## src/rtl/gpu_tex_fill_arbiter.sv

```systemverilog
// Arbitrates the VRAM read port between texture line fills and CLUT loads (CLUT wins ties).
// Latency: request in IDLE -> o_memReq next cycle; beat -> cache write next cycle; 3 idle cycles after last beat.
// Backpressure: holds o_memReq until i_memAck; beats may arrive with gaps and are never refused.
module gpu_tex_fill_arbiter (
    input  logic        clk,
    input  logic        i_nrst,
    input  logic        i_texReq,
    input  logic [16:0] i_texAdr,
    output logic        o_texWrite,
    output logic [16:0] o_texWrAdr,
    output logic        o_texDone,
    input  logic        i_clutReq,
    input  logic [16:0] i_clutAdr,
    input  logic        i_clut8bpp,
    output logic        o_clutWrite,
    output logic [5:0]  o_clutWrIdx,
    output logic        o_clutDone,
    output logic [63:0] o_wrData,
    output logic        o_memReq,
    output logic [16:0] o_memAdr,
    output logic [5:0]  o_memLenM1,
    input  logic        i_memAck,
    input  logic        i_memValid,
    input  logic [63:0] i_memData,
    output logic        o_busy,
    output logic        o_protoErr
);

    typedef enum logic [2:0] {IDLE, REQ, DATA, DONE, HOLD} state_t;

    state_t      state;
    logic        ownerClut;
    logic [16:0] latAdr;
    logic [5:0]  lenM1;
    logic [5:0]  beatCnt;
    logic        texWrite;
    logic        clutWrite;
    logic        texDone;
    logic        clutDone;
    logic [5:0]  clutWrIdx;
    logic [63:0] wrData;
    logic        memReq;
    logic        protoErr;

    always_ff @(posedge clk or negedge i_nrst) begin
        if (!i_nrst) begin
            state     <= IDLE;
            ownerClut <= 1'b0;
            latAdr    <= '0;
            lenM1     <= '0;
            beatCnt   <= '0;
            texWrite  <= 1'b0;
            clutWrite <= 1'b0;
            texDone   <= 1'b0;
            clutDone  <= 1'b0;
            clutWrIdx <= '0;
            wrData    <= '0;
            memReq    <= 1'b0;
            protoErr  <= 1'b0;
        end else begin
            texWrite  <= 1'b0;
            clutWrite <= 1'b0;
            texDone   <= 1'b0;
            clutDone  <= 1'b0;

            // A beat with no burst outstanding means the controller and arbiter disagree.
            if (i_memValid && state != DATA)
                protoErr <= 1'b1;

            case (state)
                IDLE: begin
                    if (i_clutReq) begin
                        ownerClut <= 1'b1;
                        latAdr    <= i_clutAdr;
                        lenM1     <= i_clut8bpp ? 6'd63 : 6'd3;
                        memReq    <= 1'b1;
                        state     <= REQ;
                    end else if (i_texReq) begin
                        ownerClut <= 1'b0;
                        latAdr    <= i_texAdr;
                        lenM1     <= 6'd0;
                        memReq    <= 1'b1;
                        state     <= REQ;
                    end
                end
                REQ: begin
                    if (i_memAck) begin
                        memReq  <= 1'b0;
                        beatCnt <= 6'd0;
                        state   <= DATA;
                    end
                end
                DATA: begin
                    if (i_memValid) begin
                        wrData    <= i_memData;
                        texWrite  <= !ownerClut;
                        clutWrite <= ownerClut;
                        if (ownerClut)
                            clutWrIdx <= beatCnt;
                        beatCnt <= beatCnt + 6'd1;
                        // Last write and completion pulse share a cycle.
                        if (beatCnt == lenM1) begin
                            texDone  <= !ownerClut;
                            clutDone <= ownerClut;
                            state    <= DONE;
                        end
                    end
                end
                DONE:    state <= HOLD;
                HOLD:    state <= IDLE;
                default: state <= IDLE;
            endcase
        end
    end

    assign o_texWrite  = texWrite;
    assign o_texWrAdr  = latAdr;
    assign o_texDone   = texDone;
    assign o_clutWrite = clutWrite;
    assign o_clutWrIdx = clutWrIdx;
    assign o_clutDone  = clutDone;
    assign o_wrData    = wrData;
    assign o_memReq    = memReq;
    assign o_memAdr    = latAdr;
    assign o_memLenM1  = lenM1;
    assign o_busy      = (state != IDLE);
    assign o_protoErr  = protoErr;

endmodule

```

## config.mk

```make
export PLATFORM = sky130hd
export DESIGN_NAME = gpu_tex_fill_arbiter
export DESIGN_NICKNAME = d
export VERILOG_FILES = /design/src/rtl/gpu_tex_fill_arbiter.sv
export SDC_FILE = /design/constraint.sdc
export NUM_CORES = 1
export LEC_CHECK = 0
export CAP_MARGIN = 20
export CORE_ASPECT_RATIO = 0.75
export CORE_UTILIZATION = 45
export DETAILED_ROUTE_END_ITERATION = 12
export DONT_BUFFER_PORTS = 1
export PLACE_DENSITY_LB_ADDON = 0.2
export SETUP_SLACK_MARGIN = 0.1
export SYNTH_ARGS = -nofsm -noshare
export SYNTH_HDL_FRONTEND = slang
export SYNTH_SLANG_ARGS = --single-unit
```

## constraint.sdc

```tcl
create_clock -name clk -period 1.63 [get_ports clk]
set_clock_uncertainty 0.15 [all_clocks]
set_input_delay 0.4075 -clock clk [delete_from_list [all_inputs] [get_ports clk]]
set_output_delay 0.4075 -clock clk [all_outputs]
set_load 0.02 [all_outputs]
```

==> key figures, run 1 <==
Synth
  – Post-synth EDFFs: 0
  – Seq/Total Area, Yosys: 0.574
  – Avg Inst Size Synth: 10.3 µm²
  – Synth Warn #: 0
  – Post-synthesis cell type count: 37
  – Synth Instances: roughly 440
  – Top FF cell, synth: dfrtp_1
  – Seq cells post-synth: about 100
  – Post-Syn Area: 4530 µm²
  – Async set-reset flop share out of synthesis: 1.00
  – Syn_nets: about 550

Global routing
  – Vias in the first global route: 3,145
  – Initial antenna violation count: 0
  – M3 GR Usage: 0.0708
  – M2 GR Usage: 0.359
  – Most used routing layer: met2
  – All-Layer GR Usage: 0.213
  – Gr ovfl total: 0
  – First-pass GRT wire length: 17,000 µm
  – Met1 usage: 0.265
  – Largest net degree at the start of global routing: 105

Placement
  – # port buffers: 0
  – DP HPWL: approximately 6200 µm
  – Cell count after placement: 546
  – Dpl ws: -72.9 ps
  – GPL Wtd Cong: ~0.72
  – Post-DP Area: ~4600 µm²

Critical path
  – Terminus of the critical flop-to-flop path: o_wrData[41]$_DFFE_PN0P_
  – Critical Path AT: about 1900 ps
  – Crit end category: register
  – Critical Path RT: ~1800 ps
  – Largest fanout on the critical path: 6
  – Worst reg2reg path depth: 8
  – Crit path max-delay cell type: dfrtp_2
  – Max incr delay on CP: between 400 and 500 ps
  – Startpoint types: register
  – Critical-path cell list: buf_6 > and4bb_4 > buf_12 > buf_8 > buf_6 > buf_16 > nand2_2 > nand2_1
  – Most common cell on crit path: buf_6
  – Worst R2R Setup Slack: -100 ps
  – R2R Path Start: state[0]$_DFFE_PN0P_
  – WS Path Type: register to register

Detailed routing
  – Antenna viol nets, final: 0
  – Drt drc: 0
  – Drt wl/cell: roughly 19 µm
  – Final wirelength: ~12,000 µm
  – Via density: between 5 and 6
  – First-pass detailed-route iteration total: 4
  – Iter 0 DRT Violations: slightly below 80
  – Vias: ~3.2k

Layout
  – Final Cell Area: 6230 µm²
  – Area growth from synthesis to layout: 37.3%
  – Commonest non-fill, non-tap cell in the layout: dfrtp_1
  – Layout Cells excl Fill: 606
  – Most frequent cells in the layout: dfrtp_1, nand2_1, nand2_2, nand2_4, mux2_4
  – Final net count: roughly 580
  – Antenna Cells: 0
  – Layout cell share with drive strength beyond 1: 0.538

Power and ir drop
  – Clock power share: 0.165
  – Sw frac: 0.427
  – Pwr Total: 12,300 µW
  – Comb pwr share: 0.343
  – Leakage power: 0.00314 µW
  – Max IR drop VDD: approximately 920 µV
  – Pint: around 7100 µW
  – P_sw: between 5000 and 6000 µW
  – PwrDens: just under 2000 nW/µm²
  – Part of the power in registers: 0.492

Clock tree
  – CTS H-tree depth: 3
  – Clock Path Buffers: 2
  – Clock transition at the registers of the reported paths: about 70 ps
  – CTS Root Cell: clkbuf_16
  – TritonCTS Buffers: 9
  – CTS tree: yes
  – Worst skew pair latency: 340 ps
  – Hold-fix buffers at CTS: 2
  – CTS Sinks: roughly 100

Die
  – Rows: 31
  – DIE AREA: 10,500 µm²
  – Die height: slightly below 90 µm
  – Die X: about 120 µm
  – Core area: 9740 µm²
  – I/O pin cnt: approximately 220
  – Initial Util: 0.466

STA
  – Rel. slew slack: 0.721
  – RSZ-0062 raised after global routing: yes
  – Worst Slack Setup Final: -104 ps
  – TNS Setup: -3160 ps
  – Slew @ Worst Pin: roughly 420 ps
  – Fmax achieved: 577 MHz
  – Final Hold Viols: roughly 100
  – Hold slack: -394 ps
  – Setup Viol. Count Final: 72
  – Fin crit share: 1.06
  – Max-slew violations: 0
  – Final Critical Period: between 1500 and 2000 ps

Min path
  – Hold Crit Class: input port to asynchronous set/reset pin

Status
  – Status: finished, violations left
  – Failing checks: hold timing, setup timing

Run
  – Max cap viols: 0
-- through the flow --
step / hold WS (ps) / utilization
2_1_floorplan: -38.1 / -
3_3_place_gp: -36.1 / 0.469
3_5_place_dp: -36.1 / 0.469
4_1_cts: -408 / 0.608
5_1_grt: -418 / 0.640
6_report: -394 / 0.640
-- synth_stat cells, drive strengths merged (2+ instances only) --
cell,n,area share
nor2,6,0.0050
inv,4,0.0033
nor3,5,0.0080
nand4,3,0.0041
mux2i,3,0.0066
mux2,41,0.11
o21ai,4,0.0044
buf,42,0.075
dfrtp,104,0.57
nand2,202,0.17
a21o,2,0.0036
nand4bb,2,0.0050
clkbuf,3,0.0025
nand3,4,0.0044
-- logic make-up (layout without fill, tap and decap cells) --
kind of cell,count (synthesis),in the layout,synth area share
simple gates,229,230,0.208
flops,104,104,0.574
buf+inv,49,83,0.0803
mux,44,44,0.115
compound gates,12,12,0.0193
fa+ha+maj,1,1,0.00276
-- cell type report --
| class | instances | area [µm²] |
|---|---|---|
| fillers | 724 | 3510 |
| flip-flops and latches | 104 | 2610 |
| clock inverters | 4 | 35.0 |
| clock buffers | 12 | 246 |
| repair buffers | 63 | 970 |
| well taps | 132 | 165 |
| multi-input cells | 287 | 2180 |
| inverters | 4 | 17.5 |
-- worst max-delay path by stage --
| stage | start | end | slack (ps) |
|---|---|---|---|
| 2_1_floorplan | state[0]$_DFFE_PN0P_ | o_memAdr[10]$_DFFE_PN0P_ | -50 |
| 3_3_place_gp | state[0]$_DFFE_PN0P_ | beatCnt[1]$_DFFE_PN0P_ | 20 |
| 3_5_place_dp | state[0]$_DFFE_PN0P_ | o_texDone$_DFF_PN0_ | -70 |
| 4_1_cts | state[1]$_DFFE_PN0P_ | o_busy | -80 |
| 5_1_grt | state[0]$_DFFE_PN0P_ | o_wrData[40]$_DFFE_PN0P_ | -150 |
| 6_report | state[0]$_DFFE_PN0P_ | o_wrData[41]$_DFFE_PN0P_ | -100 |
-- power groups by stage --
| stage | sequential, µW | clock (µW) | combinational, µW |
|---|---|---|---|
| final | 6060 | 2040 | 4220 |
| after global routing | 6170 | 2210 | 4540 |
| after CTS | 5980 | 2100 | 3800 |
| after detailed placement | 6010 | 0 | 2400 |
| after global placement | 6000 | 0 | 2280 |
| after floorplan | 5470 | 0 | 2630 |
-- flip-flops by register name, indices dropped and copies added (netlist names) --
name / flops
o_clutWrIdx: 6
o_wrData: 64
o_memReq: 1
o_clutDone: 1
o_memLenM1: 2
o_texWrite: 1
o_memAdr: 17
o_texDone: 1
beatCnt: 6
o_clutWrite: 1
state: 3
o_protoErr: 1
-- critical path: cells and delay by family (launching register included) --
| kind | cells | cell delay [ps] |
|---|---|---|
| buffers and inverters | 5 | 620 |
| and+or+nand+nor | 3 | 450 |
| DFF | 1 | 440 |
-- metal layers --
metal / part of all wire / up-vias
li1: - / 1444
met1: 0.42 / 1607
met2: 0.51 / 137
met3: 0.066 / 12
met4: 0.0092 / 0
met5: 0 / -
-- repair_timing --
action	4_1_cts	5_1_grt
buffers inserted	25	10
endpoints found under the hold margin	106	104
endpoints found under the setup margin	100	106
gates cloned	14	3
gates resized for setup	136	98
pin swaps	64	46
(Power assumes the default switching activity.)
==> run 2, diff against run 1 <==
Settings changed: GPL_TIMING_DRIVEN set to 1, SKIP_LAST_GASP set to 1.
==> run 2 against run 1 <==
The flow still finishes with violations (hold timing, setup timing); sequential share of layout area is 0.11 points higher; die area did not move; cell area shrank 0.12%; global-route usage is 0.37 points lower; non-clock buffer count fell by 2; sequential power is essentially flat; count of clock-buffer cells in the layout is the same; highest routed layer unchanged.
==> key figures, run 2 (synthesized netlist as in run 1, its figures left out) <==
STA
  – Fin crit share: 1.07
  – Max-slew violations: 0
  – Setup Viol. Count Final: between 60 and 70
  – Final Critical Period: 1740 ps
  – Slew @ Worst Pin: between 400 and 500 ps
  – Fmax achieved: ~580 MHz
  – Hold slack: -395 ps
  – RSZ-0062 raised after global routing: yes
  – Worst Slack Setup Final: -109 ps
  – Rel. slew slack: 0.725
  – Final Hold Viols: roughly 100

Global routing
  – All-Layer GR Usage: 0.209
  – Vias in the first global route: slightly above 3k
  – Largest net degree at the start of global routing: 105
  – Initial antenna violation count: 0
  – First-pass GRT wire length: approximately 17,000 µm
  – Gr ovfl total: 0

Layout
  – Layout cell share with drive strength beyond 1: 0.536
  – Layout Cells excl Fill: slightly above 600
  – Final net count: between 500 and 600
  – Most frequent cells in the layout: dfrtp_1, nand2_1, nand2_2, nand2_4, mux2_4
  – Commonest non-fill, non-tap cell in the layout: dfrtp_1
  – Final Cell Area: a little over 6000 µm²
  – Area growth from synthesis to layout: 37.2%
  – Antenna Cells: 0
  – # fillers: between 700 and 800
  – Max FFs per register: 64

Detailed routing
  – Final wirelength: roughly 11,000 µm
  – Drt wl/cell: 18.8 µm
  – Iter 0 DRT Violations: just over 80
  – Vias: 3,169
  – Drt drc: 0
  – Via density: between 5 and 6
  – First-pass detailed-route iteration total: 5
  – Antenna viol nets, final: 0

Placement
  – Post-DP Area: ~4600 µm²
  – # port buffers: 0
  – Dpl ws: -72.9 ps
  – GPL Wtd Cong: between 0.7 and 0.8
  – DP HPWL: a little over 6000 µm
  – Cell count after placement: 546

Die
  – Die X: about 120 µm
  – Die height: about 89 µm
  – Rows: 31
  – I/O pin cnt: 222
  – Initial Util: 0.466
  – DIE AREA: 10,500 µm²
  – Core area: a little under 10,000 µm²

Critical path
  – Critical Path AT: between 1500 and 2000 ps
  – Startpoint types: register
  – Critical Path RT: between 1500 and 2000 ps
  – WS Path Type: register to register
  – Crit end category: register
  – Largest fanout on the critical path: 6

Power and ir drop
  – Leakage power: 0.00314 µW
  – Max IR drop VDD: ~920 µV
  – PwrDens: just under 2000 nW/µm²
  – Pwr Total: 12,300 µW

Status
  – Failing checks: hold timing, setup timing
  – Status: finished, violations left

Run
  – Max cap viols: 0

Clock tree
  – Worst skew pair latency: between 300 and 400 ps
  – Clock transition at the registers of the reported paths: approximately 70 ps
  – TritonCTS Buffers: 9
  – Clock Path Buffers: 2
  – CTS Sinks: 104
  – CTS H-tree depth: 3
  – CTS Root Cell: clkbuf_16
  – CTS tree: yes

Min path
  – Hold Crit Class: input port to asynchronous set/reset pin
-- run 2: cell types whose count changed in the layout (fill, tap and decap cells not counted), sizes merged --
cell / before / now
buf: 59 / 58
clkbuf: 14 / 15
dlygate4sd3: 2 / 0
-- run 2: cell type report --
| cell class | instances | area [µm²] | share of cell area |
|---|---|---|---|
| Clock buffer | 12 | 246 | 0.0396 |
| Clock inverter | 4 | 35.0 | 0.00563 |
| Inverter | 4 | 17.5 | 0.00282 |
| Multi-Input combinational cell | 287 | 2160 | 0.348 |
| Sequential cell | 104 | 2610 | 0.420 |
| Tap cell | 132 | 165 | 0.0266 |
| Timing Repair Buffer | 61 | 978 | 0.157 |
-- run 2: where the power goes --
group / switching, µW / internal, µW
Clock: 941 / 1100
Sequential: 2430 / 3620
Combinational: 1860 / 2380
Total: 5230 / 7110
-- run 2: stage by stage --
stage,utilization,TNS [ps]
3_5_place_dp,0.469,-131
4_1_cts,0.597,-2690
2_1_floorplan,-,-402
3_3_place_gp,0.469,0
6_report,0.639,-3020
5_1_grt,0.639,-6380
-- run 2: worst max-delay path, cell delays in order, from the launching register on --
cell and delay, ps:
dfrtp_2 440, buf_6 130, and4bb_4 350, buf_12 130
buf_8 130, buf_6 110, buf_16 120, nand2_2 50
nand2_1 50
-- run 2: what timing repair did --
item | in CTS | in global routing
gates resized for setup | 110 | 121
endpoints found under the hold margin | 104 | 104
setup endpoints to repair | 100 | 108
gates cloned | 14 | 4
setup buffers | 25 | 8
pin swaps | 56 | 54
-- run 2: final timing paths --
path | endpoint | from | slack [ps] | cells after the start
min in group clk | o_wrData[6]$_DFFE_PN0P_ | i_memData[6] | 10 | 2
max in group asynchronous | o_wrData[36]$_DFFE_PN0P_ | i_nrst | 1580 | 0
hold / removal | o_wrData[2]$_DFFE_PN0P_ | i_nrst | -390 | 0
setup / recovery | o_wrData[41]$_DFFE_PN0P_ | state[0]$_DFFE_PN0P_ | -110 | 8
hold reg to reg | beatCnt[5]$_DFFE_PN0P_ | beatCnt[5]$_DFFE_PN0P_ | 390 | 1
setup reg to reg | o_wrData[41]$_DFFE_PN0P_ | state[0]$_DFFE_PN0P_ | -110 | 8
-- run 2: layer usage --
metal  vias to the layer above  GRT usage  wire (µm)
met5                         -          0          0
met4                         0     0.0571        126
met3                        13     0.0695        791
met2                       139      0.350       5660
met1                      1573      0.264       4800
li1                       1444          -          -
